## src/rtl/ones_count_expander_if.sv

```systemverilog
// ones_count_expander_if: count request and serial frame handshake bundle
interface ones_count_expander_if #(
  parameter int DATA_WIDTH = 16,
  localparam int CW = $clog2(DATA_WIDTH) + 1
);
  logic                  in_valid;
  logic                  in_ready;
  logic [CW-1:0]         in_count;
  logic [DATA_WIDTH-1:0] therm;
  logic                  sat;
  logic                  out_valid;
  logic                  out_ready;
  logic                  out_bit;
  logic                  out_first;
  logic                  out_last;
  modport master (
    output in_valid, in_count, out_ready,
    input  in_ready, therm, sat, out_valid, out_bit, out_first, out_last
  );
  modport slave (
    input  in_valid, in_count, out_ready,
    output in_ready, therm, sat, out_valid, out_bit, out_first, out_last
  );
endinterface

```

## src/rtl/ones_count_expander.sv

```systemverilog
// ones_count_expander: turns a ones-count into a thermometer word and an LSB-first serial frame
module ones_count_expander #(
  parameter int DATA_WIDTH = 16,
  localparam int CW = $clog2(DATA_WIDTH) + 1,
  localparam int IW = $clog2(DATA_WIDTH)
) (
  input logic clk,
  input logic rst_n,
  ones_count_expander_if.slave bus
);
  typedef enum logic {IDLE, SHIFT} state_t;
  state_t                r_state;
  logic [IW-1:0]         r_idx;
  logic [CW-1:0]         r_cnt;
  logic [DATA_WIDTH-1:0] r_therm;
  logic                  r_sat;
  logic                  w_sat;
  logic [CW-1:0]         w_clamp;
  logic [DATA_WIDTH-1:0] w_therm;
  logic                  w_shift;
  assign w_sat   = bus.in_count > CW'(DATA_WIDTH);
  assign w_clamp = w_sat ? CW'(DATA_WIDTH) : bus.in_count;
  // thermometer of the clamped request: bit i set when i is below the count
  always_comb begin
    w_therm = '0;
    for (int i = 0; i < DATA_WIDTH; i++) w_therm[i] = CW'(i) < w_clamp;
  end
  // frame FSM: accept one count in IDLE, then walk idx across the frame on each accepted beat
  always_ff @(posedge clk or negedge rst_n) begin
    if (!rst_n) begin
      r_state <= IDLE;
      r_idx   <= '0;
      r_cnt   <= '0;
      r_therm <= '0;
      r_sat   <= 1'b0;
    end else if (r_state == IDLE) begin
      if (bus.in_valid) begin
        r_cnt   <= w_clamp;
        r_sat   <= w_sat;
        r_therm <= w_therm;
        r_idx   <= '0;
        r_state <= SHIFT;
      end
    end else if (bus.out_ready) begin
      r_idx   <= (r_idx == IW'(DATA_WIDTH - 1)) ? '0 : r_idx + 1'b1;
      r_state <= (r_idx == IW'(DATA_WIDTH - 1)) ? IDLE : SHIFT;
    end
  end
  assign w_shift       = r_state == SHIFT;
  assign bus.in_ready  = !w_shift;
  assign bus.out_valid = w_shift;
  assign bus.out_bit   = w_shift && ({{(CW-IW){1'b0}}, r_idx} < r_cnt);
  assign bus.out_first = w_shift && (r_idx == '0);
  assign bus.out_last  = w_shift && (r_idx == IW'(DATA_WIDTH - 1));
  assign bus.therm     = r_therm;
  assign bus.sat       = r_sat;
endmodule

```

## src/flat_wrapper.sv

```systemverilog
// flat-port wrapper written by rule: the top's interface ports become plain ports
module ones_count_expander_flat 
#(
  parameter int DATA_WIDTH = 16,
  localparam int CW = $clog2(DATA_WIDTH) + 1,
  localparam int IW = $clog2(DATA_WIDTH)
)
  (clk, rst_n, bus_in_valid, bus_in_count, bus_out_ready, bus_in_ready, bus_therm, bus_sat, bus_out_valid, bus_out_bit, bus_out_first, bus_out_last);
  ones_count_expander_if #(.DATA_WIDTH(DATA_WIDTH)) bus_i ();
  input logic clk;
  input logic rst_n;
  input wire logic [$bits(bus_i.in_valid)-1:0] bus_in_valid;
  input wire logic [$bits(bus_i.in_count)-1:0] bus_in_count;
  input wire logic [$bits(bus_i.out_ready)-1:0] bus_out_ready;
  output wire logic [$bits(bus_i.in_ready)-1:0] bus_in_ready;
  output wire logic [$bits(bus_i.therm)-1:0] bus_therm;
  output wire logic [$bits(bus_i.sat)-1:0] bus_sat;
  output wire logic [$bits(bus_i.out_valid)-1:0] bus_out_valid;
  output wire logic [$bits(bus_i.out_bit)-1:0] bus_out_bit;
  output wire logic [$bits(bus_i.out_first)-1:0] bus_out_first;
  output wire logic [$bits(bus_i.out_last)-1:0] bus_out_last;
  assign bus_i.in_valid = bus_in_valid;
  assign bus_i.in_count = bus_in_count;
  assign bus_i.out_ready = bus_out_ready;
  assign bus_in_ready = bus_i.in_ready;
  assign bus_therm = bus_i.therm;
  assign bus_sat = bus_i.sat;
  assign bus_out_valid = bus_i.out_valid;
  assign bus_out_bit = bus_i.out_bit;
  assign bus_out_first = bus_i.out_first;
  assign bus_out_last = bus_i.out_last;
  ones_count_expander #(.DATA_WIDTH(DATA_WIDTH)) u_core (.clk(clk), .rst_n(rst_n), .bus(bus_i));
endmodule
```

## config.mk

```make
export PLATFORM = sky130hd
export DESIGN_NAME = ones_count_expander_flat
export DESIGN_NICKNAME = d
export VERILOG_FILES = /design/src/rtl/ones_count_expander_if.sv /design/src/rtl/ones_count_expander.sv /design/src/flat_wrapper.sv
export SDC_FILE = /design/constraint.sdc
export NUM_CORES = 1
export LEC_CHECK = 0
export CAP_MARGIN = 20
export CELL_PAD_IN_SITES_DETAIL_PLACEMENT = 0
export CELL_PAD_IN_SITES_GLOBAL_PLACEMENT = 1
export CORE_UTILIZATION = 33
export DETAILED_ROUTE_END_ITERATION = 8
export GPL_ROUTABILITY_DRIVEN = 0
export PLACE_DENSITY_LB_ADDON = 0.1
export SYNTH_ARGS = -nofsm -noshare
export SYNTH_HDL_FRONTEND = slang
export SYNTH_SLANG_ARGS = --single-unit
```

## constraint.sdc

```tcl
create_clock -name clk -period 1.15 [get_ports clk]
set_input_delay 0.23 -clock clk [delete_from_list [all_inputs] [get_ports clk]]
set_output_delay 0.23 -clock clk [all_outputs]
set_load 0.02 [all_outputs]
```

==> impl_metrics.tcl, run 1 <==
set metrics [dict create \
    post_drt_wl_per_cell_um 15.81 \
    slew_violations 0 \
    rsz0062_at_grt "true" \
    cts-root-buf "clkbuf_8" \
    start_util 0.3446 \
    vdd_drop_max_mv 0.9365 \
    synth_fp_nets 150 \
    cts_tree "yes" \
    max_freq_mhz 602.9 \
    power_density_nw_per_um2 2233 \
    cts_sinks 26 \
    cts_buffers 3 \
    combPwrFrac 0.545 \
    grt_usage 0.1941 \
    min_period_ns 1.659 \
    outcome "finished with violations" \
    hold_viol 0 \
    pwr-share-seq 0.328 \
    hold_class "input port to asynchronous set/reset pin" \
    violations "setup timing" \
    fp.dieArea_um2 4104 \
    cp_data_arrival_time_ns 1.43 \
    ant_nets 0 \
    ff2ff_path_depth 4 \
    reg2reg_to "u_core.bus.therm[2]" \
    clk_path_buf_depth 2 \
    numPortBuffers 30 \
    syn_area_um2 1271 \
    fp.dieW_um 64.07 \
    ys_seq_area_frac 0.5118 \
    critPathKind "flop to output port" \
    end_kind "output port" \
    path_max_fanout 2 \
    skew_ns 0.009800 \
    place_ws_ns -0.6966 \
    nets 212 \
    p_sw_frac 0.3992 \
    setup_tns_ns -5.178 \
    r2r_start "u_core.bus.out_valid" \
    grt_pass1_vias 1270 \
    first_iter_violations 31 \
    worstSetupStartpointType "flop" \
    finalSetupViolCount 28 \
    postCtsHoldBufs 0 \
    p_sw_mw 1.930 \
    syn_avg_cell_area_um2 9.347 \
    ff2ff_setup_slack_ns -0.27 \
    drive_gt1_frac 0.5685 \
    synth_seq_cells 26 \
    core_area_um2 3689 \
    grt_max_degree 27 \
    worst_pin_slew_ns 0.2416 \
    cts_max_level 1 \
    cp_data_required_time_ns 0.92 \
    antenna_found_initial 0 \
    ios 31 \
    insertion_delay_ns 0.28 \
    fp.dieH_um 64.07 \
    rows 22 \
    setup_slack_ns -0.5087 \
    finish.utilization 0.5868 \
    numPlacedInstances 233 \
    dp_hpwl_um 2430 \
    vias 1239 \
    fin_crit_sh 1.442 \
    grt_pass1_wl_um 6003 \
    maxCapViolCount 0 \
    slew_headroom 0.8383 \
    ys_types 33 \
    grt_overflow 0 \
    stdcell_count 245 \
    p_leak_nw 0.9677 \
    nFillCells 348 \
    clockPowerShare 0.127 \
    area_growth_pct 70.28 \
    viasPerCell 5.057 \
    diodes 0 \
    clk_pin_slew_ns 0.10 \
    drt_pass1_iterations 4 \
    drc_errors 0 \
    internal-power_mw 2.904 \
    worst_hold_slack_ns 0.3065 \
    routed_wl_um 3874 \
    ys.warnings.count 0 \
    syn_inst 136 \
]
[sequential cells by signal (all words and copies together) (netlist names)]
| register | flops |
|---|---|
| u_core.bus.out_valid | 1 |
| u_core.bus.sat | 1 |
| u_core.r_idx | 4 |
| u_core.bus.therm | 16 |
| u_core.r_cnt | 4 |
[Yosys cell counts (all sizes together)]
| cell type | instances | area (um2) |
|---|---|---|
| a21boi | 1 | 7.510 |
| a21o | 1 | 7.510 |
| a21oi | 3 | 15.01 |
| a31o | 1 | 8.760 |
| a31oi | 9 | 56.30 |
| and2 | 2 | 12.51 |
| and2b | 1 | 7.510 |
| and3 | 1 | 6.260 |
| buf | 8 | 48.80 |
| clkbuf | 1 | 3.750 |
| dfrtp | 26 | 650.6 |
| ha | 5 | 62.56 |
| inv | 10 | 37.54 |
| mux2i | 1 | 10.01 |
| nand2 | 16 | 60.06 |
| nand2b | 1 | 6.260 |
| nand3 | 5 | 25.02 |
| nand4 | 2 | 12.51 |
| nor2 | 16 | 62.56 |
| nor2b | 2 | 12.51 |
| nor4b | 1 | 8.760 |
| o211ai | 1 | 7.510 |
| o21a | 1 | 7.510 |
| o21ai | 12 | 60.06 |
| o221ai | 1 | 8.760 |
| o22a | 1 | 8.760 |
| o31ai | 4 | 30.03 |
| or3 | 2 | 12.51 |
| or4b | 1 | 13.76 |
[layout by cell type, fill, tap and decap left out, drive strengths merged]
cell type / n
or4b: 1
nor2: 16
clkdlybuf4s50: 7
and2b: 1
nand3: 5
nor4b: 1
clkbuf: 4
nand2b: 1
a21o: 1
a21boi: 1
mux2i: 1
nand4: 2
o31ai: 4
nor2b: 2
a31oi: 9
ha: 5
nand2: 16
and3: 1
buf: 58
dfrtp: 26
o21a: 1
dlygate4sd2: 1
a21oi: 3
a31o: 1
and2: 2
o21ai: 12
o22a: 1
o211ai: 1
or3: 2
o221ai: 1
inv: 10
[worst max path at each step]
stage	to	depth (start not counted)	start	slack (ns)
6_report	bus_out_bit	5	u_core.r_idx[2]	-0.51
5_1_grt	bus_out_bit	5	u_core.r_idx[2]	-0.58
4_1_cts	bus_out_bit	5	u_core.r_idx[2]	-0.51
3_5_place_dp	bus_out_bit	6	u_core.r_cnt[2]	-0.70
3_3_place_gp	bus_out_bit	5	u_core.r_idx[2]	-0.67
2_1_floorplan	bus_out_bit	4	u_core.r_idx[2]	-0.24
[area by class of cell]
class	count	area (um2)	share of cell area
Multi-Input combinational cell	91	792.0	0.3659
Sequential cell	26	654.4	0.3023
Timing Repair Buffer	66	563.0	0.2601
Tap cell	48	60.06	0.02775
Clock buffer	4	55.05	0.02543
Inverter	10	40.04	0.01850
[critical path, cell delays in order (launching register included)]
cell     delay, ns
dfrtp_2       0.44
ha_4          0.24
a21oi_2       0.12
o21ai_2       0.07
a31oi_2       0.12
buf_4         0.16
[stage by stage]
stage | power (mW) | instance area, um2
after floorplan | 2.811 | 1319
after global placement | 3.935 | 1847
after detailed placement | 3.981 | 1847
after CTS | 4.627 | 2081
after global routing | 5.129 | 2165
final | 4.833 | 2165
[routing by layer]
metal / up-vias / global-route usage / part of all wire
met2: 26 / 0.3511 / 0.54
met5: - / 0 / 0
met1: 616 / 0.2350 / 0.41
met3: 9 / 0.02857 / 0.031
met4: 0 / 0.05966 / 0.019
li1: 588 / - / -
[power by group through the flow]
stage | clock [mW] | combinational, mW | sequential (mW)
floorplan | 0 | 0.911 | 1.90
global placement | 0 | 2.39 | 1.54
detailed placement | 0 | 2.41 | 1.57
CTS | 0.613 | 2.45 | 1.56
global route | 0.660 | 2.83 | 1.64
finish | 0.614 | 2.64 | 1.58
[timing repair]
item | in CTS | in global routing
buffers inserted | 5 | 6
pin swaps | 13 | 7
cloned | 2 | 0
resized for setup | 136 | 45
endpoints found under the setup margin | 48 | 39
[cells by family after synthesis]
group / synth area share
buffers and inverters: 0.07087
muxes: 0.007874
adders and majority gates: 0.04921
AOI/OAI and AO/OA: 0.1713
DFF: 0.5118
and+or+nand+nor: 0.1890
No activity file was read; power rests on OpenSTA's default activity.
==> inputs of run 2 (changes only) <==
--- a/config.mk
+++ b/config.mk
@@ -8,8 +8,10 @@
 export CAP_MARGIN = 20
 export CELL_PAD_IN_SITES_DETAIL_PLACEMENT = 0
 export CELL_PAD_IN_SITES_GLOBAL_PLACEMENT = 1
-export CORE_UTILIZATION = 33
+export CORE_ASPECT_RATIO = 0.7
+export CORE_UTILIZATION = 41
 export DETAILED_ROUTE_END_ITERATION = 8
+export DONT_BUFFER_PORTS = 1
 export GPL_ROUTABILITY_DRIVEN = 0
 export PLACE_DENSITY_LB_ADDON = 0.1
 export SYNTH_ARGS = -nofsm -noshare
==> impl_metrics.tcl, run 2 (synthesis gave the netlist of run 1 again) <==
set metrics [dict create \
    outcome "finished with violations" \
    violations "setup timing" \
    multi_input_area_um2 819.5 \
    nets 174 \
    end_kind "output port" \
    fp.dieH_um 48.59 \
    slew_headroom 0.8106 \
    worst_pin_slew_ns 0.2840 \
    reg2reg_to "u_core.bus.therm[0]" \
    seqCellArea_um2 654.4 \
    final_cell_mix "dfrtp_1, buf_6, nand2_1" \
    power.total_mw 4.378 \
    cts_max_level 1 \
    rows 16 \
    crit_path_top_delay_cell "dfrtp_1" \
    ant_nets 0 \
    grt_pass1_vias 1107 \
    p_leak_nw 0.8160 \
    max_freq_mhz 608.2 \
    first_iter_violations 27 \
    hold_viol 0 \
    insertion_delay_ns 0.27 \
    cts_sinks 26 \
    fin_crit_sh 1.430 \
    grt_max_degree 27 \
    numPlacedInstances 185 \
    dp_hpwl_um 2082 \
    fp.dieW_um 68.56 \
    skew_ns 0.005045 \
    hold_start "bus_in_count[4]" \
    finish.utilization 0.6661 \
    ff2ff_path_depth 3 \
    cts_tree "yes" \
    maxCapViolCount 0 \
    place_area_um2 1474 \
    clk_path_buf_depth 2 \
    largest_register_ffs 16 \
    grt_pass1_wl_um 5195 \
    min_path_cells 1 \
    final_common_cell "dfrtp_1" \
    numPortBuffers 0 \
    finalSetupViolCount 29 \
    grt_usage 0.2089 \
    cts_buffers 3 \
    slew_violations 0 \
    nFillCells 212 \
    cp_data_required_time_ns 0.92 \
    cts-root-buf "clkbuf_8" \
    cp_top_family "flip-flops" \
    fin_area_um2 1907 \
    path_max_fanout 2 \
    post_drt_wl_per_cell_um 16.90 \
    worstPathCellList "inv_1 > ha_4 > a21oi_2 > o21ai_2 > a31oi_2 > buf_4" \
    setup_slack_ns -0.4943 \
    vdd_drop_max_mv 1.203 \
    holdPathEnd "u_core.r_cnt[3]" \
    critPathMaxStageDelay_ns 0.39 \
    stdcell_count 194 \
    viasPerCell 5.521 \
    cp_data_arrival_time_ns 1.41 \
    critPathKind "flop to output port" \
    vias 1071 \
    fp.dieArea_um2 3331 \
    rsz0062_at_grt "true" \
    power_density_nw_per_um2 2296 \
    antenna_found_initial 0 \
    setup_tns_ns -4.900 \
    hold_class "input port to flop" \
    ff2ff_setup_slack_ns -0.26 \
    min_period_ns 1.644 \
    start_util 0.4441 \
    critical_path_buf_inv_count 2 \
    core_area_um2 2863 \
    routed_wl_um 3278 \
    grt_overflow 0 \
    r2r_start "u_core.bus.out_valid" \
    drc_errors 0 \
    clk_pin_slew_ns 0.09 \
    worstSetupStartpointType "flop" \
    diodes 0 \
    drt_pass1_iterations 4 \
    area_growth_pct 50.00 \
    ios 31 \
    drive_gt1_frac 0.4937 \
]
[run 2: changes by cell type in the layout (fill, tap and decap cells not counted), moves of 4 or more]
cell             previous run  this run
buf_4                      20         9
buf_6                      19        13
nor2_4                      4         8
clkdlybuf4s50_1             7         0
nor2_2                      5         1
buf_2                      17         0
[run 2: power breakdown]
part	switching (mW)	internal [mW]	total, mW
combinational	0.850	1.01	1.86
clock	0.284	0.235	0.519
sequential	0.687	1.31	2.00
total	1.82	2.56	4.38
[run 2: repair_timing]
item	4_1_cts	5_1_grt
pin swaps	11	6
buffers inserted	2	4
hold buffers	2	0
gates resized for setup	50	39
endpoints found under the hold margin	26	0
setup endpoints to repair	28	30
[run 2: layer usage]
| metal | GRT usage | vias to the layer above | wire [um] |
|---|---|---|---|
| met4 | 0.01389 | 0 | 8 |
| met2 | 0.3121 | 30 | 1501 |
| met3 | 0.07783 | 2 | 196 |
| li1 | - | 516 | - |
| met5 | 0 | - | 0 |
| met1 | 0.2997 | 523 | 1571 |
[run 2: per-stage QoR]
stage	hold WS [ns]	worst slack, ns
after floorplan	-0.06559	-0.2415
after global placement	-0.06515	-0.2103
after detailed placement	-0.06522	-0.2329
after CTS	0.04070	-0.4903
after global routing	0.03013	-0.5440
final	0.03657	-0.4943
[run 2: worst max-delay path by stage]
stage | cells after the start | endpoint | slack, ns | from
finish | 6 | bus_out_bit | -0.49 | u_core.r_cnt[2]
global route | 5 | bus_out_bit | -0.54 | u_core.r_idx[2]
CTS | 5 | bus_out_bit | -0.49 | u_core.r_idx[2]
detailed placement | 5 | bus_out_bit | -0.23 | u_core.r_idx[2]
global placement | 5 | bus_out_bit | -0.21 | u_core.r_idx[2]
floorplan | 4 | bus_out_bit | -0.24 | u_core.r_idx[2]
[run 2: layout make-up]
| class | instances | share of cell area |
|---|---|---|
| Clock buffer | 3 | 0.02165 |
| Tap cell | 36 | 0.02362 |
| Sequential cell | 26 | 0.3432 |
| Multi-Input combinational cell | 91 | 0.4298 |
| Timing Repair Buffer | 28 | 0.1594 |
| Inverter | 10 | 0.02231 |
